--- config.mk ---
export PLATFORM = sky130hd
export DESIGN_NAME = uart_alu_ctrl_flat
export DESIGN_NICKNAME = d
export VERILOG_FILES = /design/src/rtl/uart_alu_if.sv /design/src/rtl/uart_alu_ctrl.sv /design/src/flat_wrapper.sv
export SDC_FILE = /design/constraint.sdc
export NUM_CORES = 1
export LEC_CHECK = 0
export ABC_CLOCK_PERIOD_IN_PS = 7000
export CORE_ASPECT_RATIO = 0.6
export CORE_UTILIZATION = 52
export CTS_CLUSTER_SIZE = 28
export DETAILED_ROUTE_END_ITERATION = 10
export PLACE_DENSITY = 0.86
export REMOVE_ABC_BUFFERS = 1
export SLEW_MARGIN = 25
export SYNTH_ARGS = -nofsm -noshare
export SYNTH_HDL_FRONTEND = slang
export SYNTH_SLANG_ARGS = --single-unit
--- constraint.sdc ---
create_clock -name clk -period 7 [get_ports clk]
set_input_delay 2.1 -clock clk [delete_from_list [all_inputs] [get_ports clk]]
set_output_delay 2.1 -clock clk [all_outputs]
set_load 0.02 [all_outputs]
--- src/rtl/uart_alu_if.sv ---
`default_nettype none
// ============================================================================
// Module      : uart_alu_if
// Description : Bundle of the RX FIFO, TX FIFO and ALU signals used by
//               uart_alu_ctrl. The slave side is the controller.
// Revision    : 1.0 - initial release
// ============================================================================
interface uart_alu_if #(
   parameter int DATA_W = 16,
   parameter int OPC_W  = 6
);
   logic [7:0]        rx_data;
   logic              rx_empty;
   logic              rd_uart;
   logic              tx_full;
   logic              wr_uart;
   logic [7:0]        tx_data;
   logic [DATA_W-1:0] op_a;
   logic [DATA_W-1:0] op_b;
   logic [OPC_W-1:0]  op_code;
   logic [DATA_W-1:0] alu_result;
   logic [DATA_W-1:0] result_q;
   logic              busy;
   logic              frame_done;
   logic              err_timeout;

   modport slave (
      input  rx_data, rx_empty, tx_full, alu_result,
      output rd_uart, wr_uart, tx_data, op_a, op_b, op_code,
             result_q, busy, frame_done, err_timeout
   );

   modport master (
      output rx_data, rx_empty, tx_full, alu_result,
      input  rd_uart, wr_uart, tx_data, op_a, op_b, op_code,
             result_q, busy, frame_done, err_timeout
   );
endinterface
`default_nettype wire

--- src/rtl/uart_alu_ctrl.sv ---
`default_nettype none
// ============================================================================
// Module      : uart_alu_ctrl
// Description : Pops an opcode + A + B frame from the UART RX FIFO, commits the
//               operands to the ALU, registers the result and returns the
//               result bytes plus a status byte through the TX FIFO.
// Revision    : 1.0 - initial release
// ============================================================================
module uart_alu_ctrl #(
   parameter int DATA_W      = 16,
   parameter int OPC_W       = 6,
   parameter int TIMEOUT_CYC = 0
) (
   input  wire logic clk,
   input  wire logic reset,
   uart_alu_if.slave bus
);
   localparam int c_NB    = DATA_W / 8;
   localparam int c_IDX_W = (c_NB > 1) ? $clog2(c_NB) : 1;
   localparam int c_TO_W  = (TIMEOUT_CYC > 0) ? $clog2(TIMEOUT_CYC + 1) : 1;
   localparam logic [c_IDX_W-1:0] c_IDX_LAST = c_IDX_W'(c_NB - 1);
   localparam logic [c_TO_W-1:0]  c_TO_LAST  = c_TO_W'((TIMEOUT_CYC > 0) ? TIMEOUT_CYC - 1 : 0);

   typedef enum logic [2:0] {
      S_IDLE    = 3'd0,
      S_RX_A    = 3'd1,
      S_RX_B    = 3'd2,
      S_EXEC    = 3'd3,
      S_TX_RES  = 3'd4,
      S_TX_STAT = 3'd5
   } state_t;

   state_t              r_state;
   logic [c_IDX_W-1:0]  r_idx;
   logic [c_TO_W-1:0]   r_to_cnt;
   logic [OPC_W-1:0]    r_sh_opc;
   logic [DATA_W-1:0]   r_sh_a;
   logic [DATA_W-1:0]   r_sh_b;
   logic [OPC_W-1:0]    r_op_code;
   logic [DATA_W-1:0]   r_op_a;
   logic [DATA_W-1:0]   r_op_b;
   logic [DATA_W-1:0]   r_result;

   logic                w_rx_state;
   logic                w_pop;
   logic                w_push;
   logic                w_timeout;
   logic [DATA_W-1:0]   w_b_full;
   logic [7:0]          w_status;
   logic [7:0]          w_tx_byte;

   // FIFO strobes, timeout detect, merged B operand and outgoing byte select
   always_comb begin
      w_rx_state = (r_state == S_IDLE) || (r_state == S_RX_A) || (r_state == S_RX_B);
      w_pop      = !reset && w_rx_state && !bus.rx_empty;
      w_push     = !reset && ((r_state == S_TX_RES) || (r_state == S_TX_STAT)) && !bus.tx_full;
      // A pop in the limit cycle takes precedence over the timeout
      w_timeout  = (TIMEOUT_CYC > 0) && !reset && ((r_state == S_RX_A) || (r_state == S_RX_B))
                   && !w_pop && (r_to_cnt == c_TO_LAST);
      // Last B byte is the MSB byte; merge it straight into the committed load
      w_b_full   = r_sh_b;
      w_b_full[(c_NB-1)*8 +: 8] = bus.rx_data;
      w_status   = {4'hA, 2'b00, r_result[DATA_W-1], (r_result == '0)};
      w_tx_byte  = 8'h00;
      if (r_state == S_TX_RES) begin
         w_tx_byte = r_result[r_idx*8 +: 8];
      end else if (r_state == S_TX_STAT) begin
         w_tx_byte = w_status;
      end
   end

   // Frame sequencer: receive, commit, execute, transmit
   always_ff @(posedge clk or posedge reset) begin
      if (reset) begin
         r_state   <= S_IDLE;
         r_idx     <= '0;
         r_to_cnt  <= '0;
         r_sh_opc  <= '0;
         r_sh_a    <= '0;
         r_sh_b    <= '0;
         r_op_code <= '0;
         r_op_a    <= '0;
         r_op_b    <= '0;
         r_result  <= '0;
      end else begin
         case (r_state)
            S_IDLE: begin
               if (w_pop) begin
                  r_sh_opc <= bus.rx_data[OPC_W-1:0];
                  r_idx    <= '0;
                  r_to_cnt <= '0;
                  r_state  <= S_RX_A;
               end
            end
            S_RX_A, S_RX_B: begin
               if (w_pop) begin
                  r_to_cnt <= '0;
                  if (r_state == S_RX_A) begin
                     r_sh_a[r_idx*8 +: 8] <= bus.rx_data;
                  end else begin
                     r_sh_b[r_idx*8 +: 8] <= bus.rx_data;
                  end
                  if (r_idx == c_IDX_LAST) begin
                     r_idx <= '0;
                     if (r_state == S_RX_A) begin
                        r_state <= S_RX_B;
                     end else begin
                        r_op_a    <= r_sh_a;
                        r_op_b    <= w_b_full;
                        r_op_code <= r_sh_opc;
                        r_state   <= S_EXEC;
                     end
                  end else begin
                     r_idx <= r_idx + 1'b1;
                  end
               end else if (w_timeout) begin
                  r_sh_opc <= '0;
                  r_sh_a   <= '0;
                  r_sh_b   <= '0;
                  r_idx    <= '0;
                  r_to_cnt <= '0;
                  r_state  <= S_IDLE;
               end else if (TIMEOUT_CYC > 0) begin
                  r_to_cnt <= r_to_cnt + 1'b1;
               end
            end
            S_EXEC: begin
               r_result <= bus.alu_result;
               r_idx    <= '0;
               r_state  <= S_TX_RES;
            end
            S_TX_RES: begin
               if (w_push) begin
                  if (r_idx == c_IDX_LAST) begin
                     r_idx   <= '0;
                     r_state <= S_TX_STAT;
                  end else begin
                     r_idx <= r_idx + 1'b1;
                  end
               end
            end
            S_TX_STAT: begin
               if (w_push) begin
                  r_state <= S_IDLE;
               end
            end
            default: r_state <= S_IDLE;
         endcase
      end
   end

   assign bus.rd_uart     = w_pop;
   assign bus.wr_uart     = w_push;
   assign bus.tx_data     = w_tx_byte;
   assign bus.op_a        = r_op_a;
   assign bus.op_b        = r_op_b;
   assign bus.op_code     = r_op_code;
   assign bus.result_q    = r_result;
   assign bus.busy        = (r_state != S_IDLE);
   assign bus.frame_done  = w_push && (r_state == S_TX_STAT);
   assign bus.err_timeout = w_timeout;

endmodule
`default_nettype wire

--- src/flat_wrapper.sv ---
// flat-port wrapper written by rule: the top's interface ports become plain ports
module uart_alu_ctrl_flat 
#(
   parameter int DATA_W      = 16,
   parameter int OPC_W       = 6,
   parameter int TIMEOUT_CYC = 0
)
  (clk, reset, bus_rx_data, bus_rx_empty, bus_tx_full, bus_alu_result, bus_rd_uart, bus_wr_uart, bus_tx_data, bus_op_a, bus_op_b, bus_op_code, bus_result_q, bus_busy, bus_frame_done, bus_err_timeout);
  uart_alu_if #(.DATA_W(DATA_W), .OPC_W(OPC_W)) bus_i ();
  input  wire logic clk;
  input  wire logic reset;
  input wire logic [$bits(bus_i.rx_data)-1:0] bus_rx_data;
  input wire logic [$bits(bus_i.rx_empty)-1:0] bus_rx_empty;
  input wire logic [$bits(bus_i.tx_full)-1:0] bus_tx_full;
  input wire logic [$bits(bus_i.alu_result)-1:0] bus_alu_result;
  output wire logic [$bits(bus_i.rd_uart)-1:0] bus_rd_uart;
  output wire logic [$bits(bus_i.wr_uart)-1:0] bus_wr_uart;
  output wire logic [$bits(bus_i.tx_data)-1:0] bus_tx_data;
  output wire logic [$bits(bus_i.op_a)-1:0] bus_op_a;
  output wire logic [$bits(bus_i.op_b)-1:0] bus_op_b;
  output wire logic [$bits(bus_i.op_code)-1:0] bus_op_code;
  output wire logic [$bits(bus_i.result_q)-1:0] bus_result_q;
  output wire logic [$bits(bus_i.busy)-1:0] bus_busy;
  output wire logic [$bits(bus_i.frame_done)-1:0] bus_frame_done;
  output wire logic [$bits(bus_i.err_timeout)-1:0] bus_err_timeout;
  assign bus_i.rx_data = bus_rx_data;
  assign bus_i.rx_empty = bus_rx_empty;
  assign bus_i.tx_full = bus_tx_full;
  assign bus_i.alu_result = bus_alu_result;
  assign bus_rd_uart = bus_i.rd_uart;
  assign bus_wr_uart = bus_i.wr_uart;
  assign bus_tx_data = bus_i.tx_data;
  assign bus_op_a = bus_i.op_a;
  assign bus_op_b = bus_i.op_b;
  assign bus_op_code = bus_i.op_code;
  assign bus_result_q = bus_i.result_q;
  assign bus_busy = bus_i.busy;
  assign bus_frame_done = bus_i.frame_done;
  assign bus_err_timeout = bus_i.err_timeout;
  uart_alu_ctrl #(.DATA_W(DATA_W), .OPC_W(OPC_W), .TIMEOUT_CYC(TIMEOUT_CYC)) u_core (.clk(clk), .reset(reset), .bus(bus_i));
endmodule
# Yosys cells after proc, flatten, opt, wreduce, memory -nomap -nowiden
# Index checks and enable logic that the tools add are counted.
# W data, S select, Z words.
[op_classes]
n_addsub = 2
multipliers = 0
div_mod_pow = 0
order_cmp = 0
n_eq_ne = 11
shifts = 3
mux = 17
bitwise_logic = 1
reduce_logical = 22
[ops]
columns = ["cell", "n"]
rows = [
  ["$neg A4 Y34", 1],
  ["$shift A8 B34 Y16 const A", 1],
  ["$shiftx A8 B34 Y16", 1],
  ["$bwmux W16", 2],
  ["$mux W3", 6],
  ["$logic_not A16 Y1", 1],
  ["$mux W8", 2],
  ["$shiftx A16 B5 Y8", 1],
  ["$pmux W3 S5", 1],
  ["$ne A2 B1 Y1 const B", 4],
  ["$reduce_and A4 Y1", 2],
  ["$eq A3 B2 Y1 const B", 2],
  ["$eq A3 B3 Y1 const B", 2],
  ["$reduce_and A3 Y1", 2],
  ["$reduce_and A6 Y1", 1],
  ["$logic_and A1 B1 Y1", 5],
  ["$mux W1", 5],
  ["$ne A2 B2 Y1 const B", 2],
  ["$pmux W1 S4", 1],
  ["$reduce_bool A4 Y1", 1],
  ["$eq A3 B1 Y1 const B", 1],
  ["$logic_not A1 Y1", 3],
  ["$logic_not A3 Y1", 1],
  ["$logic_or A1 B1 Y1", 3],
  ["5 further kinds", 5],
]
[totals]
ff_bits = 96
latch_bits = 0
mem_bits_rw = 0
rom_bits = 0
input_bits = 28
wordCells = 65
n_memories = 0

# Logic depth before layout (Yosys ltp)
# Gate-level depths: netlist of run 1.
[depth]
word_depth = 7
depth_mapped = 6
depth_no_buf = 3

# Least setup slack after synthesis of run 1
# No wires, ideal clock.
[synth_path]
path_kind = "input to output"
from = "in reset"
to = "out bus_frame_done"
arrival_time_ns = 3.156
required_time_ns = 4.900
path_slack_ns = 1.744
stages = 3
path_buffers = 1
cell_sequence = "clkbuf_1 > nor3_1 > and2_1"
[synth_between]
elab_chain_cells = 4
[synth_lines]
columns = ["element", "line", "rtl"]
rows = [
  ["start: declaration", "flat_wrapper.sv:11", "input wire logic reset;"],
  ["$logic_not A1 Y1", "uart_alu_ctrl.sv:56", "w_push = !reset && ((r_state == S_TX_RES) || (r_state == S_TX_STAT)) && !bus.tx_full;"],
  ["$logic_and A1 B1 Y1 (2 in a row)", "uart_alu_ctrl.sv:56", ""],
  ["named net bus_wr_uart", "flat_wrapper.sv:17", "output wire logic [$bits(bus_i.wr_uart)-1:0] bus_wr_uart;"],
  ["$logic_and A1 B1 Y1", "uart_alu_ctrl.sv:160", "assign bus.frame_done = w_push && (r_state == S_TX_STAT);"],
  ["end: declaration", "flat_wrapper.sv:24", "output wire logic [$bits(bus_i.frame_done)-1:0] bus_frame_done;"],
]
# The timed path passes the listed nets, and every way through them passes these cells.

# Worst setup path after layout of run 1
[layout_path]
from = "in reset"
to = "out bus_rd_uart"
[layout_between]
elab_chain_cells = 3
[layout_lines]
columns = ["element", "line", "rtl"]
rows = [
  ["$logic_not A1 Y1", "uart_alu_ctrl.sv:55", "w_pop = !reset && w_rx_state && !bus.rx_empty;"],
  ["$logic_and A1 B1 Y1 (2 in a row)", "uart_alu_ctrl.sv:55", ""],
  ["end: declaration", "flat_wrapper.sv:16", "output wire logic [$bits(bus_i.rd_uart)-1:0] bus_rd_uart;"],
]
# No other way between the ends.

==> flow_metrics.py, run 1 <==
metrics = {
    "worst_setup_path": {
        "crit_type": "in2out",
        "slowest_delay_ps": 630,
        "cp.required_ps": 4900,
        "crit_chain": "clkdlybuf4s50_1, or3_1, a21oi_1, clkdlybuf4s50_1",
        "endpoint_kind": "primary output",
        "critPathSlowestCell": "clkdlybuf4s50_1",
        "cp_top_family": "buffers and inverters",
        "crit_buf_inv": 2,
        "worst_setup_path_start_kind": "input port",
        "cp_data_arrival_time_ps": 4130,
        "crit_top_cell": "clkdlybuf4s50_1",
        "worst-path-max-fanout": 12,
    },
    "timing": {
        "hold_violations": 0,
        "fin_crit_sh": 0.8902,
        "fmax_mhz": 160.5,
        "slew_headroom": 0.3909,
        "setup-tns-final_ps": 0,
        "period_minus_slack_ps": 6231,
        "clock-skew-final_ps": 5.632,
        "worstMarginPinSlew_ps": 910.9,
        "setup_violations": 0,
        "slew_violations": 0,
        "setup_slack_ps": 768.8,
        "rsz0062_at_grt": "no",
    },
    "final_layout": {
        "n_fill_cell": 465,
        "syn_to_final_growth_pct": 33.71,
        "fin_nets": 373,
        "register_area_mm2": 0.002202,
        "drive_above_1_share": 0.2980,
        "fin_cells": 436,
        "antenna_cells": 0,
        "multi_input_area_mm2": 0.001408,
    },
    "floorplanning": {
        "start_util": 0.5467,
        "coreArea_mm2": 0.006763,
        "die_w_um": 110.9,
        "die_h_um": 67.32,
        "rows": 23,
        "pin_count": 95,
        "die_area_mm2": 0.007463,
    },
    "pwr": {
        "clockPowerShare": 0.237,
        "power_density_mw_per_mm2": 373.5,
        "p_leak_nw": 2.213,
        "pwr-share-comb": 0.323,
        "vdd_drop_max_v": 0.0002137,
        "power.switching_w": 0.0005826,
        "seqPwrFrac": 0.439,
        "intPower_w": 0.001264,
        "p_sw_frac": 0.3155,
    },
    "logic_synthesis": {
        "synth.largest_area_cell": "dfrtp_1",
        "yosysSeqAreaShare": 0.5956,
        "avgSynthCellArea_um2": 14.56,
        "ys_ff_latch": 88,
        "yosys.cell_types.count": 36,
        "postSynthCellCount": 254,
        "yosys_warnings": 0,
        "synthFlopType": "dfrtp_1",
        "synth_top_cell_area_share": 0.5956,
        "netlist_area_mm2": 0.003697,
        "synth-edff-count": 0,
        "netlist_top_cells_area": "dfrtp_1 60%, mux2_2 23%, mux2_4 2.4%, mux2i_1 1.4%, nor2_1 1.1%",
        "async_flop_share": 1.000,
    },
    "grt": {
        "grt_remaining_overflow": 0,
        "grt_pass1_wl_mm": 12.94,
        "grt_pass1_vias": 2442,
        "grt_usage": 0.2298,
        "antenna_found_initial": 0,
        "grt_max_degree": 57,
    },
    "routing": {
        "wirelength_mm": 7.856,
        "ant_nets": 0,
        "via_per_inst": 5.500,
        "drt_iter0_markers": 119,
        "routedWlPerCell_um": 18.02,
        "via_count": 2398,
        "dr.pass1.iters": 4,
        "drc": 0,
    },
    "placed_design": {
        "pre_cts_slack_ps": 803.4,
        "portBuffers": 93,
        "gp_congestion": 0.8447,
        "place.detailed.hpwl_mm": 5.358,
        "placedCellCount": 421,
    },
    "hold_path": {
        "hp-class": "reg2reg",
    },
    "clock_network": {
        "tritoncts": "yes",
        "cts_made_buffers": 9,
        "clkSinkCount": 88,
        "cts.clk_slew.worst_paths_ps": 60,
        "clock_path_buffers": 2,
        "cts_resized": 0,
        "postCtsSetupBuffers": 0,
        "htree_num_levels": 3,
        "root_buffer": "clkbuf_16",
        "cts_hold_buf": 0,
        "insertion_delay_ps": 330,
    },
    "flow_run": {
        "drv_cap": 0,
    },
    "outcome": {
        "status": "finished, final reports clean",
    },
}
==> final cells by class <==
cell class | instances | share of cell area
inverter | 1 | 0.001012
timing repair buffer | 95 | 0.1913
tap | 87 | 0.02202
clock inverter | 3 | 0.003543
multi-input combinational | 150 | 0.2847
sequential | 88 | 0.4455
clock buffer | 12 | 0.05189
==> final timing paths <==
check	start	slack (ps)	endpoint	cells past startpoint
setup / recovery	reset	770	bus_rd_uart	4
hold / removal	u_core.r_sh_b[5]$_DFFE_PP0P_	480	u_core.r_sh_b[5]$_DFFE_PP0P_	1
setup reg to reg	u_core.r_idx$_DFFE_PP0P_	4870	u_core.r_sh_a[13]$_DFFE_PP0P_	2
hold reg to reg	u_core.r_sh_b[5]$_DFFE_PP0P_	480	u_core.r_sh_b[5]$_DFFE_PP0P_	1
max in group asynchronous	reset	3460	u_core.bus.op_a[7]$_DFFE_PP0P_	3
min in group asynchronous	reset	2470	u_core.bus.op_b[12]$_DFFE_PP0P_	2
==> cells in the final DEF (no fill, tap or decap), types with 4 or more instances in the layout <==
master / instances
a211oi_1: 5
clkbuf_16: 9
clkdlybuf4s50_1: 93
dfrtp_1: 88
mux2_2: 77
mux2_4: 6
mux2i_1: 5
nand2b_1: 4
nor2_1: 11
nor2b_1: 5
==> cells by family after synthesis <==
family          synth area share
mux                       0.2755
flops                     0.5956
simple gates             0.07716
buf+inv                  0.02369
compound gates           0.02707
other cells             0.001014
==> routing by layer <==
layer | GRT usage | vias to the layer above | part of all wire
li1 | - | 1088 | -
met1 | 0.3155 | 1226 | 0.47
met2 | 0.3533 | 74 | 0.46
met3 | 0.07002 | 10 | 0.062
met4 | 0.07833 | 0 | 0.010
met5 | 0 | - | 0
==> sequential cells by signal, summed over array words and instances, names as in the netlist <==
| signal | cells |
|---|---|
| u_core.r_state | 3 |
| u_core.bus.op_a | 16 |
| u_core.r_idx | 1 |
| u_core.r_sh_opc | 6 |
| u_core.bus.op_b | 16 |
| u_core.bus.op_code | 6 |
| u_core.r_sh_b | 8 |
| u_core.bus.result_q | 16 |
| u_core.r_sh_a | 16 |
==> synth_stat cells (all sizes together) (2+ instances only) <==
library cell / n
dfrtp: 88
mux2: 84
nor2: 11
buf: 10
nor3: 6
a211oi: 5
clkbuf: 5
mux2i: 5
nor2b: 5
nand2b: 4
or3: 4
a21oi: 3
nand2: 2
nand3: 2
nand4b: 2
nor4: 2
o21ai: 2
o22ai: 2
or4: 2
==> through the flow <==
step / util / hold WS, ps / instance area (um^2) / power, W
floorplan: - / 454.1 / 3613 / 0.001145
global placement: 0.6905 / 466.9 / 4669 / 0.001389
detailed placement: 0.6905 / 476.6 / 4669 / 0.001419
CTS: 0.7310 / 488.8 / 4943 / 0.001863
global route: 0.7310 / 493.7 / 4943 / 0.001941
finish: 0.7310 / 484.7 / 4943 / 0.001847
==> power groups by stage <==
| stage | combinational [W] | sequential, W | clock [W] |
|---|---|---|---|
| after floorplan | 0.000288 | 0.000857 | 0 |
| after global placement | 0.000584 | 0.000804 | 0 |
| after detailed placement | 0.000601 | 0.000817 | 0 |
| after CTS | 0.000603 | 0.000810 | 0.000451 |
| after global routing | 0.000639 | 0.000836 | 0.000466 |
| final | 0.000597 | 0.000811 | 0.000438 |
Power figures use the tool's default switching activity.
==> inputs of run 2 (changes only) <==
Settings changed: PLACE_DENSITY 0.86 to 0.82.
==> flow_metrics.py, run 2 (synthesis results as in run 1) <==
metrics = {
    "outcome": {
        "status": "finished, final reports clean",
    },
    "routing": {
        "via_per_inst": 5.491,
        "ant_nets": 0,
        "drc": 0,
        "wirelength_mm": 7.862,
        "routedWlPerCell_um": 18.03,
        "dr.pass1.iters": 4,
        "via_count": 2394,
        "drt_iter0_markers": 123,
    },
    "final_layout": {
        "mostFrequentLayoutCell": "clkdlybuf4s50_1",
        "multi_input_area_mm2": 0.001408,
        "drive_above_1_share": 0.2951,
        "fin_nets": 373,
        "n_fill_cell": 456,
        "antenna_cells": 0,
        "fin_util": 0.7334,
        "final_cell_mix": "93 x clkdlybuf4s50_1, 88 x dfrtp_1, 77 x mux2_2",
        "register_area_mm2": 0.002202,
        "syn_to_final_growth_pct": 34.15,
    },
    "worst_setup_path": {
        "reg2reg_depth": 2,
        "r2r-start": "u_core.r_idx$_DFFE_PP0P_",
        "cp.required_ps": 4900,
        "worst-path-max-fanout": 12,
        "cp_data_arrival_time_ps": 4120,
        "rrSetupSlack_ps": 4890,
        "worst_setup_path_start_kind": "input port",
        "endpoint_kind": "primary output",
        "timing.rr.end": "u_core.r_sh_a[12]$_DFFE_PP0P_",
        "crit_type": "in2out",
    },
    "pwr": {
        "power_density_mw_per_mm2": 378.0,
        "p_leak_nw": 2.218,
        "vdd_drop_max_v": 0.0002134,
    },
    "clock_network": {
        "cts.clk_slew.worst_paths_ps": 60,
        "cts_hold_buf": 0,
        "htree_num_levels": 3,
        "tritoncts": "yes",
        "clock_path_buffers": 2,
        "cts_made_buffers": 9,
        "insertion_delay_ps": 330,
        "cts_resized": 0,
        "postCtsSetupBuffers": 0,
        "root_buffer": "clkbuf_16",
        "clkSinkCount": 88,
    },
    "grt": {
        "grt_max_degree": 59,
        "grt_usage": 0.2268,
        "grt_pass1_vias": 2345,
        "antenna_found_initial": 0,
        "grt_pass1_wl_mm": 12.52,
        "grt_remaining_overflow": 0,
    },
    "hold_path": {
        "min_from": "u_core.bus.op_b[6]$_DFFE_PP0P_",
        "hold_path_depth": 1,
        "worst_hold_path.endpoint": "u_core.bus.op_b[6]$_DFFE_PP0P_",
        "hp-class": "reg2reg",
    },
    "timing": {
        "clock-skew-final_ps": 4.905,
        "period_minus_slack_ps": 6215,
        "fmax_mhz": 160.9,
        "setup_violations": 0,
        "hold_violations": 0,
        "slew_violations": 0,
        "setup-tns-final_ps": 0,
        "rsz0062_at_grt": "no",
        "slew_headroom": 0.3844,
        "worstMarginPinSlew_ps": 920.6,
        "fin_crit_sh": 0.8879,
    },
    "flow_run": {
        "drv_cap": 0,
    },
    "floorplanning": {
        "coreArea_mm2": 0.006763,
        "pin_count": 95,
        "die_w_um": 110.9,
        "start_util": 0.5467,
        "die_area_mm2": 0.007463,
        "die_h_um": 67.32,
        "rows": 23,
    },
    "placed_design": {
        "gp_congestion": 0.8279,
        "portBuffers": 93,
        "place.detailed.hpwl_mm": 5.385,
    },
}
## run 2: changes by cell type in the layout (fill, tap and decap cells not counted), sizes merged
cell    previous run  this run
inv                0         1
clkinv             3         1
bufinv             0         1
## run 2: critical path, cell delays in order
cell and delay [ps]:
clkdlybuf4s50_1 630, or3_1 580, a21oi_1 180, clkdlybuf4s50_1 630
## run 2: worst max-delay path by stage
stage | end | slack (ps) | start
after global placement | bus_rd_uart | 870 | reset
after detailed placement | bus_rd_uart | 820 | reset
after global routing | bus_rd_uart | 720 | reset
after CTS | bus_rd_uart | 810 | reset
final | bus_rd_uart | 780 | reset
after floorplan | bus_frame_done | 1940 | reset
## run 2: cell type report
class / instances / area share
Multi-Input combinational cell: 150 / 0.2838
Sequential cell: 88 / 0.4440
Timing Repair Buffer: 95 / 0.1907
Clock buffer: 12 / 0.04970
Inverter: 1 / 0.001261
Tap cell: 87 / 0.02195
Clock inverter: 3 / 0.008577
## run 2: power breakdown
part / internal (W) / switching [W]
registers: 0.000667 / 0.000146
logic: 0.000341 / 0.000260
clock network: 0.000284 / 0.000177
total: 0.00129 / 0.000583
## run 2: metal layers
layer / track usage / wire [um] / part of all wire
met1: 0.3172 / 3857 / 0.49
met2: 0.3315 / 3484 / 0.44
met3: 0.07630 / 463 / 0.059
met4: 0.08333 / 56 / 0.0071
met5: 0 / 0 / 0
## run 2: per-stage QoR
step / total power, W / cell area [um^2] / hold WS [ps] / setup slack (ps) / cells
6_report: 0.001875 / 4960 / 499.5 / 785.0 / 436
2_1_floorplan: 0.001145 / 3613 / 454.1 / 1940 / 239
4_1_cts: 0.001888 / 4959 / 502.1 / 813.4 / 436
3_3_place_gp: 0.001396 / 4669 / 472.6 / 866.3 / 421
3_5_place_dp: 0.001419 / 4669 / 490.7 / 824.6 / 421
5_1_grt: 0.001974 / 4960 / 519.5 / 715.8 / 436
==> inputs of run 3 (changes only) <==
Settings changed: ABC_CLOCK_PERIOD_IN_PS 7000 to 5100, CAP_MARGIN from default to 15, CORE_UTILIZATION 52 to 44, CTS_CLUSTER_DIAMETER from default to 200, PLACE_DENSITY 0.82 to 0.74.
Clock period 7 ns to 5.1 ns, I/O delays scaled along.
==> flow_metrics.py, run 3 (synthesis results as in run 1) <==
metrics = {
    "routing": {
        "wirelength_mm": 7.548,
        "drc": 0,
        "drt_iter0_markers": 72,
        "via_count": 2341,
        "via_per_inst": 5.089,
        "routedWlPerCell_um": 16.41,
        "ant_nets": 0,
        "dr.pass1.iters": 4,
    },
    "worst_setup_path": {
        "cp_data_arrival_time_ps": 3230,
        "rrSetupSlack_ps": 2890,
        "worst_setup_path_start_kind": "input port",
        "cp.required_ps": 3570,
        "crit_type": "in2out",
        "worst-path-max-fanout": 7,
        "endpoint_kind": "primary output",
    },
    "final_layout": {
        "final_cell_mix": "93 x clkdlybuf4s50_1, 88 x dfrtp_1, 77 x mux2_2",
        "fin_util": 0.6250,
        "drive_above_1_share": 0.3040,
        "fin_cells": 460,
        "syn_to_final_growth_pct": 35.36,
        "antenna_cells": 0,
        "mostFrequentLayoutCell": "clkdlybuf4s50_1",
        "fin_nets": 376,
    },
    "grt": {
        "grt_remaining_overflow": 0,
        "grt_pass1_vias": 2388,
        "antenna_found_initial": 0,
        "grt_max_degree": 89,
        "grt_pass1_wl_mm": 12.44,
        "grt_usage": 0.1889,
    },
    "pwr": {
        "p_leak_nw": 2.231,
        "vdd_drop_max_v": 0.0002497,
        "power_density_mw_per_mm2": 504.2,
        "p_total_w": 0.002523,
    },
    "clock_network": {
        "clock_path_buffers": 2,
        "cts_made_buffers": 9,
        "root_buffer": "clkbuf_16",
        "tritoncts": "yes",
        "postCtsSetupBuffers": 0,
        "insertion_delay_ps": 330,
        "cts_resized": 0,
        "htree_num_levels": 3,
        "cts.clk_slew.worst_paths_ps": 60,
        "clkSinkCount": 88,
        "cts_hold_buf": 0,
    },
    "floorplanning": {
        "die_area_mm2": 0.008785,
        "coreArea_mm2": 0.008008,
        "pin_count": 95,
        "start_util": 0.4617,
        "die_h_um": 73.01,
        "rows": 25,
        "die_w_um": 120.3,
    },
    "placed_design": {
        "gp_congestion": 0.8188,
        "place.detailed.hpwl_mm": 5.181,
        "portBuffers": 93,
        "placedCellCount": 445,
    },
    "timing": {
        "clock-skew-final_ps": 4.222,
        "period_minus_slack_ps": 4756,
        "worstMarginPinSlew_ps": 895.5,
        "rsz0062_at_grt": "no",
        "fmax_mhz": 210.3,
        "fin_crit_sh": 0.9325,
        "setup_violations": 0,
        "slew_headroom": 0.4030,
        "hold_violations": 0,
        "setup-tns-final_ps": 0,
        "slew_violations": 0,
        "hold_ws_ps": 484.6,
    },
    "outcome": {
        "status": "finished, final reports clean",
    },
    "flow_run": {
        "drv_cap": 0,
    },
    "hold_path": {
        "hp-class": "reg2reg",
    },
}
[run 3: cell types whose count changed in the layout (fill, tap and decap cells not counted), sizes merged]
cell	change
buf	+3
inv	-1
clkinv	+2
bufinv	-1
[run 3: stage by stage]
stage                     cell area [um^2]  setup WS [ps]
after floorplan                       3613           1180
after global placement                4731          375.5
after detailed placement              4731          351.3
after CTS                             5005          332.2
after global routing                  5005          308.2
final                                 5005          344.4
[run 3: worst max-delay path: stages]
cell             delay [ps]
clkdlybuf4s50_1         520
or3_1                   400
a21oi_1                 150
clkdlybuf4s50_1         630
[run 3: layer usage]
layer | GRT usage | part of all wire | up-vias
met5 | 0 | 0 | -
met4 | 0.07133 | 0.015 | 0
met3 | 0.06484 | 0.057 | 13
met2 | 0.2714 | 0.43 | 63
met1 | 0.2651 | 0.49 | 1171
li1 | - | - | 1094
[run 3: final cells by class]
cell class	count	area, um^2
inverters	1	5.005
flip-flops and latches	88	2202
well taps	108	135.1
fillers	651	3003
multi-input cells	150	1408
clock inverters	3	17.52
clock buffers	12	256.5
repair buffers	98	980.9
[run 3: where the power goes]
group,switching [W],internal (W),total [W]
registers,0.000191,0.000915,0.00111
clock network,0.000245,0.000352,0.000597
logic,0.000349,0.000471,0.000821
[run 3: path summary, 6_finish.rpt]
check                                        startpoint                                   to  cells after the start
setup reg to reg               u_core.r_idx$_DFFE_PP0P_        u_core.r_sh_a[13]$_DFFE_PP0P_                      2
hold / removal             u_core.r_sh_b[5]$_DFFE_PP0P_         u_core.r_sh_b[5]$_DFFE_PP0P_                      1
hold reg to reg            u_core.r_sh_b[5]$_DFFE_PP0P_         u_core.r_sh_b[5]$_DFFE_PP0P_                      1
setup / recovery                           bus_rx_empty                          bus_rd_uart                      4
max in group asynchronous                         reset  u_core.bus.result_q[14]$_DFFE_PP0P_                      4
min in group asynchronous                         reset   u_core.bus.result_q[2]$_DFFE_PP0P_                      4
